--- config.mk ---
export PLATFORM = sky130hd
export DESIGN_NAME = dot_accumulator_16_flat
export DESIGN_NICKNAME = d
export VERILOG_FILES = /design/src/rtl/mha_pkg.sv /design/src/rtl/dot_accumulator_16_if.sv /design/src/rtl/dot_accumulator_16_sat_narrow.sv /design/src/rtl/dot_accumulator_16.sv /design/src/flat_wrapper.sv
export SDC_FILE = /design/constraint.sdc
export NUM_CORES = 1
export LEC_CHECK = 0
export BUFFER_PORTS_ARGS = -buffer_cell sky130_fd_sc_hd__buf_2
export CORE_UTILIZATION = 45
export DETAILED_ROUTE_END_ITERATION = 8
export SLEW_MARGIN = 30
export SYNTH_ARGS = -nofsm -noshare
export SYNTH_HDL_FRONTEND = slang
export SYNTH_HIERARCHICAL = 1
export SYNTH_SLANG_ARGS = --single-unit
export TNS_END_PERCENT = 30
--- constraint.sdc ---
create_clock -name I_CLK -period 7.8 [get_ports I_CLK]
set_input_delay 0.39 -clock I_CLK [delete_from_list [all_inputs] [get_ports I_CLK]]
set_output_delay 0.39 -clock I_CLK [all_outputs]
set_load 0.1 [all_outputs]
--- src/rtl/mha_pkg.sv ---
// Shared MHA datapath definitions: Q2.13 word format, its constants and the
// dot-product accumulator state encoding.
package mha_pkg;

    localparam int DATA_W = 16;
    localparam int FRAC_W = 13;

    localparam logic [DATA_W-1:0] Q_MAX = 16'h7FFF;
    localparam logic [DATA_W-1:0] Q_MIN = 16'h8000;
    localparam logic [DATA_W-1:0] Q_ONE = 16'h2000;

    typedef enum logic [0:0] {
        ACC_IDLE = 1'b0,
        ACC_RUN  = 1'b1
    } acc_state_t;

endpackage

--- src/rtl/dot_accumulator_16_if.sv ---
// Product stream in / dot-product result out. The master side feeds
// products; the slave side is the accumulator.
interface dot_accumulator_16_if;
    import mha_pkg::*;

    logic              I_VLD;
    logic [DATA_W-1:0] I_PRODUCT;
    logic              I_CLR;
    logic              O_VLD;
    logic [DATA_W-1:0] O_SUM;
    logic              O_OVF;
    logic              O_ACC_BUSY;

    modport master (
        output I_VLD,
        output I_PRODUCT,
        output I_CLR,
        input  O_VLD,
        input  O_SUM,
        input  O_OVF,
        input  O_ACC_BUSY
    );

    modport slave (
        input  I_VLD,
        input  I_PRODUCT,
        input  I_CLR,
        output O_VLD,
        output O_SUM,
        output O_OVF,
        output O_ACC_BUSY
    );

endinterface

--- src/rtl/dot_accumulator_16_sat_narrow.sv ---
// Combinational AW -> 16-bit narrowing with range check.
// ACC_SAT_EN defined: out-of-range values clamp to Q_MAX/Q_MIN; otherwise wrap.
module sat_narrow
    import mha_pkg::*;
#(
    parameter int AW = 20
) (
    input  logic [AW-1:0]     acc_value,
    output logic [DATA_W-1:0] result,
    output logic              ovf
);

    // The value fits in 16 bits exactly when every bit from the 16-bit sign
    // position upward carries the same value.
    logic [AW-DATA_W:0] top_bits;
    logic               in_range;

    assign top_bits = acc_value[AW-1:DATA_W-1];
    assign in_range = (&top_bits) | ~(|top_bits);
    assign ovf      = ~in_range;

`ifdef ACC_SAT_EN
    always_comb begin
        result = acc_value[DATA_W-1:0];
        if (!in_range) begin
            result = acc_value[AW-1] ? Q_MIN : Q_MAX;
        end
    end
`else
    assign result = acc_value[DATA_W-1:0];
`endif

endmodule

--- src/rtl/dot_accumulator_16.sv ---
// Accumulates P_LEN signed Q2.13 products into one 16-bit dot-product result.
// Optional ACC_SAT_EN selects saturating (instead of wrapping) narrowing.
module dot_accumulator_16
    import mha_pkg::*;
#(
    parameter int P_LEN   = 16,
    parameter int P_GUARD = $clog2(P_LEN)
) (
    input logic                 I_CLK,
    input logic                 I_RST_N,
    dot_accumulator_16_if.slave bus
);

    localparam int AW = DATA_W + P_GUARD;
    localparam int CW = $clog2(P_LEN);
    localparam logic [CW-1:0] LAST_CNT = CW'(P_LEN - 1);

    acc_state_t        state_reg;
    logic [AW-1:0]     acc_reg;
    logic [CW-1:0]     count_reg;
    logic              vld_reg;
    logic [DATA_W-1:0] sum_reg;
    logic              ovf_reg;
    logic              busy_reg;

    logic [AW-1:0]     product_ext;
    logic [AW-1:0]     acc_next;
    logic [DATA_W-1:0] narrow_sum;
    logic              narrow_ovf;
    logic              last_term;

    assign product_ext[DATA_W-1:0] = bus.I_PRODUCT;
    for (genvar gi = DATA_W; gi < AW; gi++) begin : g_sext
        assign product_ext[gi] = bus.I_PRODUCT[DATA_W-1];
    end

    assign acc_next  = acc_reg + product_ext;
    assign last_term = (state_reg == ACC_RUN) && (count_reg == LAST_CNT);

    sat_narrow #(
        .AW (AW)
    ) u_sat_narrow (
        .acc_value (acc_next),
        .result    (narrow_sum),
        .ovf       (narrow_ovf)
    );

    // Result registers default to zero so O_SUM/O_OVF are only nonzero
    // during the single O_VLD cycle.
    always_ff @(posedge I_CLK or negedge I_RST_N) begin
        if (!I_RST_N) begin
            state_reg <= ACC_IDLE;
            acc_reg   <= '0;
            count_reg <= '0;
            vld_reg   <= 1'b0;
            sum_reg   <= '0;
            ovf_reg   <= 1'b0;
            busy_reg  <= 1'b0;
        end else begin
            vld_reg <= 1'b0;
            sum_reg <= '0;
            ovf_reg <= 1'b0;
            if (bus.I_CLR) begin
                state_reg <= ACC_IDLE;
                acc_reg   <= '0;
                count_reg <= '0;
                busy_reg  <= 1'b0;
            end else if (bus.I_VLD) begin
                case (state_reg)
                    ACC_IDLE: begin
                        acc_reg   <= product_ext;
                        count_reg <= CW'(1);
                        state_reg <= ACC_RUN;
                        busy_reg  <= 1'b1;
                    end
                    ACC_RUN: begin
                        if (last_term) begin
                            vld_reg   <= 1'b1;
                            sum_reg   <= narrow_sum;
                            ovf_reg   <= narrow_ovf;
                            acc_reg   <= '0;
                            count_reg <= '0;
                            state_reg <= ACC_IDLE;
                            busy_reg  <= 1'b0;
                        end else begin
                            acc_reg   <= acc_next;
                            count_reg <= count_reg + CW'(1);
                        end
                    end
                    default: begin
                        state_reg <= ACC_IDLE;
                        acc_reg   <= '0;
                        count_reg <= '0;
                        busy_reg  <= 1'b0;
                    end
                endcase
            end
        end
    end

    assign bus.O_VLD      = vld_reg;
    assign bus.O_SUM      = sum_reg;
    assign bus.O_OVF      = ovf_reg;
    assign bus.O_ACC_BUSY = busy_reg;

endmodule

--- src/flat_wrapper.sv ---
// flat-port wrapper written by rule: the top's interface ports become plain ports
module dot_accumulator_16_flat import mha_pkg::*;
#(
    parameter int P_LEN   = 16,
    parameter int P_GUARD = $clog2(P_LEN)
)
  (I_CLK, I_RST_N, bus_I_VLD, bus_I_PRODUCT, bus_I_CLR, bus_O_VLD, bus_O_SUM, bus_O_OVF, bus_O_ACC_BUSY);
  dot_accumulator_16_if bus_i ();
  input logic I_CLK;
  input logic I_RST_N;
  input wire logic [$bits(bus_i.I_VLD)-1:0] bus_I_VLD;
  input wire logic [$bits(bus_i.I_PRODUCT)-1:0] bus_I_PRODUCT;
  input wire logic [$bits(bus_i.I_CLR)-1:0] bus_I_CLR;
  output wire logic [$bits(bus_i.O_VLD)-1:0] bus_O_VLD;
  output wire logic [$bits(bus_i.O_SUM)-1:0] bus_O_SUM;
  output wire logic [$bits(bus_i.O_OVF)-1:0] bus_O_OVF;
  output wire logic [$bits(bus_i.O_ACC_BUSY)-1:0] bus_O_ACC_BUSY;
  assign bus_i.I_VLD = bus_I_VLD;
  assign bus_i.I_PRODUCT = bus_I_PRODUCT;
  assign bus_i.I_CLR = bus_I_CLR;
  assign bus_O_VLD = bus_i.O_VLD;
  assign bus_O_SUM = bus_i.O_SUM;
  assign bus_O_OVF = bus_i.O_OVF;
  assign bus_O_ACC_BUSY = bus_i.O_ACC_BUSY;
  dot_accumulator_16 #(.P_LEN(P_LEN), .P_GUARD(P_GUARD)) u_core (.I_CLK(I_CLK), .I_RST_N(I_RST_N), .bus(bus_i));
endmodule
# After elaboration in Yosys (flattened, before gate mapping)

Index checks and enable logic that the tools add are counted.

Add/subtract/negate cells: 2
Equality and inequality tests: 2
Multiplexer cells: 28
Bitwise operators: 4
Reductions and logical operators: 5

Operators by type and width:

| kind                                                          | count |
|---|---|
| 16-bit two-way mux                                            | 4 |
| 20-bit two-way mux                                            | 3 |
| 20-bit one-hot mux with 2 select lines                        | 1 |
| 20-bit adder                                                  | 1 |
| 1-bit two-way mux                                             | 14 |
| 4-bit two-way mux                                             | 3 |
| 4-bit one-hot mux with 2 select lines                         | 1 |
| 5-bit AND reduction                                           | 1 |
| 5-bit OR reduction                                            | 1 |
| 4-bit by 1-bit adder with 4-bit output, second input constant | 1 |
| 4-bit equality test, second input constant                    | 1 |
| 1-bit one-hot mux with 2 select lines                         | 2 |
| 3-bit inequality test, second input constant                  | 1 |
| 1-bit NOT                                                     | 3 |
| 2-bit AND reduction                                           | 1 |
| 2-bit nonzero test                                            | 1 |
| 1-bit logical AND                                             | 1 |
| 1-bit bitwise OR                                              | 1 |

Bits in registers: 44
Input bits: 20

# Longest topological paths before layout

Gate-level depths: netlist of run 1.

Depth in word-level cells: 9
Mapped depth: 12
Gate-level depth less buffers: 12

# Modules after synthesis

Netlist of run 1, hierarchy kept.

By module, submodules not included:

| module             | times used | cells each | area each (µm²) |
|---|---|---|---|
| dot_accumulator_16 | 1          | 310        | 2798.9 |
| sat_narrow         | 1          | 19         | 151.4 |

# Worst setup path before layout of run 1

No wires, ideal clock.

Kind: input to register
Start: input port bus_I_PRODUCT[0]
End: register u_core.ovf_reg, in the netlist u_core/bus.O_OVF
Setup time: 0.119 ns
Arrival: 2.430 ns
Slack: 5.251 ns
Cell stages on the path: 12
Cell sequence: ha_1 inv_1 fa_1 nand2b_1 a21oi_1 nor2_1 o21ai_0 a31oi_1 xnor2_1 nor4_2 mux2i_1 and2_1

Cells in the longest elaborated chain, start to end: 9

Ends and longest elaborated chain:

| element                 | line                                | RTL |
|---|---|---|
| from (decl)             | flat_wrapper.sv:12                  | `input wire logic [$bits(bus_i.I_PRODUCT)-1:0] bus_I_PRODUCT;` |
| 20-bit adder (*)        | dot_accumulator_16.sv:37            | `assign acc_next = acc_reg + product_ext;` |
| via u_core.acc_next[16] | dot_accumulator_16.sv:27            | `logic [AW-1:0] acc_next;` |
| 5-bit OR reduction      | dot_accumulator_16_sat_narrow.sv:19 | `assign in_range = (&top_bits) \| ~(\|top_bits);` |
| 1-bit NOT               | dot_accumulator_16_sat_narrow.sv:19 |  |
| 1-bit bitwise OR (*)    | dot_accumulator_16_sat_narrow.sv:19 |  |
| 1-bit NOT (*)           | dot_accumulator_16_sat_narrow.sv:20 | `assign ovf = ~in_range;` |
| via u_core.narrow_ovf   | dot_accumulator_16.sv:29            | `logic narrow_ovf;` |
| 1-bit two-way mux (*)   | dot_accumulator_16.sv:77            | `if (last_term) begin` |
| 1-bit two-way mux (*)   | dot_accumulator_16.sv:69            | `case (state_reg)` |
| 1-bit two-way mux (*)   | dot_accumulator_16.sv:68            | `end else if (bus.I_VLD) begin` |
| 1-bit two-way mux (*)   | dot_accumulator_16.sv:63            | `if (bus.I_CLR) begin` |
| to (signal assigned)    | dot_accumulator_16.sv:80            | `ovf_reg <= narrow_ovf;` |
| to (decl)               | dot_accumulator_16.sv:23            | `logic ovf_reg;` |

Mark *: on every way through the listed nets, which the timed path passes. The rest lies on a longest branch.
A chain may end at the register's enable or synchronous reset.

# Worst setup path in the final report of run 1

Start: register u_core.acc_reg[0]
End: register u_core.ovf_reg, in the netlist u_core/bus.O_OVF

Cells in the longest elaborated chain, start to end: 9

Ends and longest elaborated chain:

| element                 | line                                | RTL |
|---|---|---|
| from (decl)             | dot_accumulator_16.sv:19            | `logic [AW-1:0] acc_reg;` |
| from (signal assigned)  | dot_accumulator_16.sv:71            | `acc_reg <= product_ext;` |
| from (signal assigned)  | dot_accumulator_16.sv:86            | `acc_reg <= acc_next;` |
| 20-bit adder (*)        | dot_accumulator_16.sv:37            |  |
| via u_core.acc_next[16] | dot_accumulator_16.sv:27            |  |
| 5-bit OR reduction      | dot_accumulator_16_sat_narrow.sv:19 |  |
| 1-bit NOT               | dot_accumulator_16_sat_narrow.sv:19 |  |
| 1-bit bitwise OR (*)    | dot_accumulator_16_sat_narrow.sv:19 |  |
| 1-bit NOT (*)           | dot_accumulator_16_sat_narrow.sv:20 |  |
| via u_core.narrow_ovf   | dot_accumulator_16.sv:29            |  |
| 1-bit two-way mux (*)   | dot_accumulator_16.sv:77            |  |
| 1-bit two-way mux (*)   | dot_accumulator_16.sv:69            |  |
| 1-bit two-way mux (*)   | dot_accumulator_16.sv:68            |  |
| 1-bit two-way mux (*)   | dot_accumulator_16.sv:63            |  |

Marks and branches as above.

==> flow_summary.json, run 1 <==
{
  "run_status": "complete, no violations",
  "number_of_remaining_drc_errors": 0,
  "numClockSinks": 44,
  "gp_congestion": 0.842,
  "synth_cell_type_count": 49,
  "initialDrtViolationCount": 179,
  "grt_remaining_overflow": 0,
  "post_drt_via_cell_ratio": 5.41,
  "timing.critical_path.from_type": "register",
  "worst-endpoint-required_ns": 8.00,
  "report.final.setup_viol": 0,
  "postCtsSetupBuffers": 0,
  "regToRegStartpoint": "u_core/acc_reg[0]",
  "pwr_cell_area_nw_per_um2": 185,
  "vdd_ir_drop_max_mv": 0.0842,
  "floorplan.io_pins": 39,
  "flip_flop_count_of_the_largest_register_all_copies_and_words_added": 20,
  "synth_seq_area_share": 0.373,
  "netlist.top_cell.by_area": "sky130_fd_sc_hd__dfrtp_1",
  "fp.dieArea_um2": 6880,
  "grt_pass1_wl_um": 10700,
  "final_core_util": 0.503,
  "leakage_uw": 0.00165,
  "criticalPathCategory": "register to register",
  "cts.path.max_buffers": 2,
  "postSynthCellCount": 329,
  "area_of_the_multi_input_gates_um2": 1620,
  "syn_area_per_cell_um2": 8.97,
  "clkSlewWorstSetupHoldPaths_ns": 0.09,
  "max-cap-violations": 0,
  "synth-warning-count": 6,
  "placement_rows": 29,
  "buffers_added_on_ports": 38,
  "hpwlAfterDp_um": 4510,
  "layout.cells.most_common_list": "sky130_fd_sc_hd__dfrtp_1 (44), sky130_fd_sc_hd__buf_2 (37), sky130_fd_sc_hd__nand2_1 (33)",
  "worst-endpoint-arrival_ns": 3.00,
  "die_width_um": 83.0,
  "post_cts_hold_buffer_count": 0,
  "syn_area_um2": 2950,
  "track_usage": 0.194,
  "critPathCaptureType": "register",
  "worstPathMaxFanout": 3,
  "rsz_0062_raised_after_global_routing": "false",
  "layout_commonest_cell": "sky130_fd_sc_hd__dfrtp_1",
  "start_util": 0.465,
  "finalHoldViolations": 0,
  "cts_root_cell": "sky130_fd_sc_hd__clkbuf_8",
  "number_of_max_slew_violations_in_the_final_report": 0,
  "fillerInstances": 607,
  "final.min_clock_period_ns": 2.80,
  "synth-async-reset-ratio": 1.00,
  "synth_edf_count": 0,
  "r2r_end": "u_core/bus.O_OVF",
  "clkLatencyLatePin_ns": 0.30,
  "top_area_cell_type_share_of_the_netlist_area": 0.373,
  "timing.max_slew.rel_slack": 0.536,
  "cts_tree": "done",
  "mappedNetlistNets": 370,
  "final_nets": 388,
  "timing.final.crit_share": 0.359,
  "antenna_cells_inserted": 0,
  "yosys-top-cells-area": "sky130_fd_sc_hd__dfrtp_1 (37%), sky130_fd_sc_hd__ha_1 (8.5%), sky130_fd_sc_hd__a21oi_1 (4.6%)",
  "ys_ff_latch": 44,
  "cts_made_buffers": 5,
  "fp.coreArea_um2": 6350,
  "initial_antenna_violation_count": 0,
  "totalWireLength_um": 6240,
  "fin_worst_skew_ns": 0.00626,
  "dominantRegCellSynth": "sky130_fd_sc_hd__dfrtp_1",
  "grt_pass1_vias": 2194,
  "die_h_um": 83.0,
  "routedWlPerCell_um": 14.7,
  "routed-via-count": 2301,
  "fmax_ghz": 0.358,
  "register_to_register_path_depth": 12,
  "regToRegSetupSlack_ns": 5.00,
  "final_antenna_net_count": 0,
  "final_layout_size_suffix_gt1_frac": 0.164,
  "worst_slew_pin_slew_ns": 0.695,
  "grt_start_max_net_pins": 45,
  "setup_tns_ns": 0,
  "cts_htree_levels": 2,
  "flow.area_growth_from_synthesis_pct": 8.27,
  "cts.repair.resized": 0,
  "worst_hold_path_type": "primary input to async pin",
  "drt_pass1_iterations": 4,
  "combined_flip_flop_and_latch_cell_area_um2": 1100
}
==> per-layer routing <==
layer / track usage / wire length [µm] / vias up
li1: - / - / 1185
met1: 0.266 / 3080 / 1060
met2: 0.304 / 2820 / 46
met3: 0.0358 / 205 / 10
met4: 0.0752 / 125 / 0
met5: 0 / 0 / -
==> synthesized netlist by cell type (4+ instances only) <==
| cell type | n |
|---|---|
| sky130_fd_sc_hd__nand2_1 | 33 |
| sky130_fd_sc_hd__o21ai_0 | 13 |
| sky130_fd_sc_hd__a21o_1 | 6 |
| sky130_fd_sc_hd__a22oi_1 | 6 |
| sky130_fd_sc_hd__mux2i_1 | 4 |
| sky130_fd_sc_hd__nor2_1 | 25 |
| sky130_fd_sc_hd__a222oi_1 | 6 |
| sky130_fd_sc_hd__a21oi_1 | 27 |
| sky130_fd_sc_hd__ha_1 | 20 |
| sky130_fd_sc_hd__dfrtp_1 | 44 |
| sky130_fd_sc_hd__xor2_1 | 7 |
| sky130_fd_sc_hd__and2_1 | 17 |
| sky130_fd_sc_hd__nand2b_1 | 5 |
| sky130_fd_sc_hd__nand3_1 | 8 |
| sky130_fd_sc_hd__nor3_1 | 5 |
| sky130_fd_sc_hd__inv_1 | 16 |
| sky130_fd_sc_hd__xnor2_1 | 11 |
| sky130_fd_sc_hd__buf_4 | 17 |
| sky130_fd_sc_hd__and3_1 | 4 |
| sky130_fd_sc_hd__clkbuf_1 | 12 |
==> critical path, stage by stage (launching register included) <==
cell and delay [ns]:
sky130_fd_sc_hd__dfrtp_1 0.37, sky130_fd_sc_hd__ha_1 0.18, sky130_fd_sc_hd__inv_1 0.06, sky130_fd_sc_hd__fa_1 0.38, sky130_fd_sc_hd__nand2b_1 0.17, sky130_fd_sc_hd__a21oi_1 0.24, sky130_fd_sc_hd__nor2_1 0.11, sky130_fd_sc_hd__o21ai_0 0.30
sky130_fd_sc_hd__a31oi_1 0.20, sky130_fd_sc_hd__xnor2_1 0.18, sky130_fd_sc_hd__nor4_2 0.26, sky130_fd_sc_hd__mux2i_1 0.09, sky130_fd_sc_hd__and2_1 0.14
==> how the worst max path moves through the flow <==
| stage | from | endpoint | slack [ns] |
|---|---|---|---|
| after global routing | u_core/acc_reg[0] | u_core/bus.O_OVF | 4.66 |
| after floorplan | bus_I_PRODUCT[0] | u_core/bus.O_OVF | 5.25 |
| after CTS | u_core/acc_reg[0] | u_core/bus.O_OVF | 5.02 |
| after detailed placement | bus_I_PRODUCT[0] | u_core/bus.O_OVF | 4.89 |
| after global placement | bus_I_PRODUCT[0] | u_core/bus.O_OVF | 4.96 |
| final | u_core/acc_reg[0] | u_core/bus.O_OVF | 5.00 |
==> power breakdown <==
group	leakage [µW]	switching [µW]	internal (µW)	total, µW
Clock	0.0000552	80.7	95.1	176
Combinational	0.000995	102	65.0	167
Sequential	0.000596	9.00	239	248
==> stage by stage <==
stage	hold slack [ns]	instances	setup WS [ns]	power (µW)	instance area, µm²
final	0.0770	425	5.00	591	3190
after global routing	0.127	425	4.66	628	3190
after CTS	0.0974	425	5.02	596	3190
after detailed placement	0.429	417	4.89	418	3090
after global placement	0.485	417	4.96	417	3080
after floorplan	0.0944	329	5.25	405	2950
==> cells by family after synthesis <==
family                   share of synthesized area
AO/OA/AOI/OAI                                0.201
AND/OR/NAND/NOR                              0.188
XOR/XNOR                                    0.0534
flip-flops                                   0.373
multiplexers                                0.0136
adder cells (fa/ha/maj)                     0.0916
buffers and inverters                       0.0789
==> area by class of cell <==
| type | count | share of cell area |
|---|---|---|
| clock buffer | 6 | 0.0227 |
| clock inverter | 2 | 0.0110 |
| inverter | 16 | 0.0188 |
| multi-input combinational | 240 | 0.508 |
| sequential | 44 | 0.345 |
| tap | 77 | 0.0302 |
| timing repair buffer | 40 | 0.0650 |
Power figures use the tool's default switching activity.
==> run 2: changes to the inputs <==
Settings changed: PLACE_DENSITY set to 0.67.
Clock period 7.8 ns to 2.4 ns, I/O delays scaled along.
==> run 2 against run 1 <==
The run now ends with negative setup slack left. Critical path depth fell by 1. Hold slack worse by 0.022 ns. Die area did not move. Combinational power increased to 4.4 times the previous value. Final cell count up 7.5%. Via count is 9.9% higher. Worst setup slack worse by 5.1 ns.
==> flow_summary.json, run 2 (synthesized netlist as in run 1, its figures left out) <==
{
  "regToRegStartpoint": "u_core/acc_reg[0]",
  "max-cap-violations": 0,
  "initialDrtViolationCount": 114,
  "cts.path.max_buffers": 2,
  "drt_pass1_iterations": 4,
  "initial_antenna_violation_count": 0,
  "numClockSinks": 44,
  "gp_congestion": 0.845,
  "worst_slew_pin_slew_ns": 0.750,
  "cts_made_buffers": 5,
  "final.min_clock_period_ns": 2.51,
  "postLayoutSetupSlackWorst_ns": -0.115,
  "power_frac_comb": 0.346,
  "post_drt_via_cell_ratio": 5.53,
  "fmax_ghz": 0.398,
  "cts_root_cell": "sky130_fd_sc_hd__clkbuf_8",
  "finalHoldWorstSlack_ns": 0.0553,
  "totalWireLength_um": 6850,
  "internal_power_uw": 1430,
  "die_width_um": 83.0,
  "flip_flop_count_of_the_largest_register_all_copies_and_words_added": 20,
  "start_util": 0.465,
  "placement_rows": 29,
  "p_clk_frac": 0.270,
  "worstPathMaxFanout": 3,
  "fin_worst_skew_ns": 0.00377,
  "leakage_uw": 0.00184,
  "routed-via-count": 2529,
  "failed_checks": "negative setup slack",
  "grt_pass1_vias": 2519,
  "hpwlAfterDp_um": 4940,
  "final_layout_size_suffix_gt1_frac": 0.292,
  "p_switching_uw": 683,
  "number_of_max_slew_violations_in_the_final_report": 0,
  "die_h_um": 83.0,
  "fp.coreArea_um2": 6350,
  "cts_htree_levels": 2,
  "flow.area_growth_from_synthesis_pct": 22.7,
  "track_usage": 0.200,
  "rsz_0062_raised_after_global_routing": "true",
  "final_antenna_net_count": 0,
  "register_to_register_path_depth": 11,
  "worst-endpoint-required_ns": 2.59,
  "timing.critical_path.from_type": "register",
  "fin_area_um2": 3620,
  "report.final.setup_viol": 2,
  "timing.max_slew.rel_slack": 0.495,
  "layout_commonest_cell": "sky130_fd_sc_hd__dfrtp_1",
  "pwr_cell_area_nw_per_um2": 583,
  "cts_tree": "done",
  "floorplan.io_pins": 39,
  "number_of_remaining_drc_errors": 0,
  "criticalPathCategory": "register to register",
  "fp.dieArea_um2": 6880,
  "final_nets": 420,
  "critPathCaptureType": "register",
  "power.share.sequential": 0.384,
  "vdd_ir_drop_max_mv": 0.311,
  "finalHoldViolations": 0,
  "layout.cells.most_common_list": "sky130_fd_sc_hd__dfrtp_1 (44), sky130_fd_sc_hd__buf_2 (38), sky130_fd_sc_hd__nand2_1 (33)",
  "worst-endpoint-arrival_ns": 2.71,
  "worst_setup_path_startpoint": "u_core/acc_reg[0]",
  "buffers_added_on_ports": 38,
  "routedWlPerCell_um": 15.0,
  "run_status": "complete, but fails checks",
  "regToRegSetupSlack_ns": -0.11,
  "r2r_end": "u_core/bus.O_OVF",
  "timing.final.crit_share": 1.05,
  "grt_remaining_overflow": 0,
  "place_area_um2": 3270,
  "switching_share": 0.324,
  "grt_start_max_net_pins": 32,
  "crit_path_end": "u_core/bus.O_OVF",
  "worst_hold_path_type": "primary input to register",
  "grt_pass1_wl_um": 11300,
  "clkSlewWorstSetupHoldPaths_ns": 0.08,
  "antenna_cells_inserted": 0,
  "clkLatencyLatePin_ns": 0.30
}
==> run 2: cell types whose count changed in the layout (fill, tap and decap cells not counted), sizes merged <==
cell         previous run  this run
buf                    40        71
dlygate4sd3             0         1
==> run 2: how the worst min path moves through the flow <==
stage	start	to	slack, ns	cells after the start
5_1_grt	bus_I_PRODUCT[11]	u_core/acc_reg[11]	0.06	3
4_1_cts	bus_I_PRODUCT[11]	u_core/acc_reg[11]	0.05	3
6_report	bus_I_PRODUCT[11]	u_core/acc_reg[11]	0.06	3
3_3_place_gp	I_RST_N	u_core/bus.O_VLD	0.21	1
3_5_place_dp	I_RST_N	u_core/bus.O_SUM[11]	0.22	1
2_1_floorplan	I_RST_N	u_core/acc_reg[0]	-0.18	0
==> run 2: layer usage <==
metal  track usage  part of all wire  up-vias
met1         0.253              0.47     1225
met4        0.0611             0.014        0
met5             0                 0        -
li1              -                 -     1244
met2         0.351              0.49       51
met3        0.0288             0.028        9
==> run 2: critical path, stage by stage (launching register included) <==
cell and delay [ns]:
sky130_fd_sc_hd__dfrtp_1 0.40, sky130_fd_sc_hd__ha_4 0.15, sky130_fd_sc_hd__inv_2 0.03, sky130_fd_sc_hd__fa_2 0.33, sky130_fd_sc_hd__nand2b_4 0.16, sky130_fd_sc_hd__a21oi_4 0.15, sky130_fd_sc_hd__o2111ai_2 0.12, sky130_fd_sc_hd__a32oi_1 0.26
sky130_fd_sc_hd__xor2_1 0.33, sky130_fd_sc_hd__and4_1 0.25, sky130_fd_sc_hd__mux2i_1 0.07, sky130_fd_sc_hd__and2_1 0.14
==> run 2: through the flow <==
| stage | util | TNS, ns | setup slack [ns] | instances | power (µW) |
|---|---|---|---|---|---|
| 2_1_floorplan | - | 0 | 0.0277 | 329 | 1320 |
| 3_3_place_gp | 0.515 | -0.0413 | -0.0413 | 442 | 1430 |
| 3_5_place_dp | 0.515 | -0.184 | -0.184 | 442 | 1450 |
| 4_1_cts | 0.548 | -0.0585 | -0.0585 | 453 | 2060 |
| 5_1_grt | 0.570 | -0.308 | -0.200 | 457 | 2220 |
| 6_report | 0.570 | -0.142 | -0.115 | 457 | 2110 |
==> run 2: cell type report <==
cell class	instances	area (µm²)
fillers	553	2730
clock inverters	2	35.0
flip-flops and latches	44	1100
clock buffers	6	72.6
inverters	16	60.1
repair buffers	72	452
multi-input cells	240	1800
well taps	77	96.3
==> run 2: power groups by stage <==
stage          Clock [µW]  Combinational [µW]  Sequential (µW)
2_1_floorplan           0                 498              819
3_3_place_gp            0                 617              816
3_5_place_dp            0                 628              819
4_1_cts               585                 667              806
5_1_grt               606                 804              815
6_report              570                 730              810
==> run 2: timing repair <==
| item | CTS | global route |
|---|---|---|
| setup buffers | 2 | 4 |
| resized for setup | 11 | 17 |
| setup endpoints to repair | 2 | 5 |
| hold buffers | 1 | 0 |
| pin swaps | 7 | 12 |
| endpoints found under the hold margin | 29 | 0 |
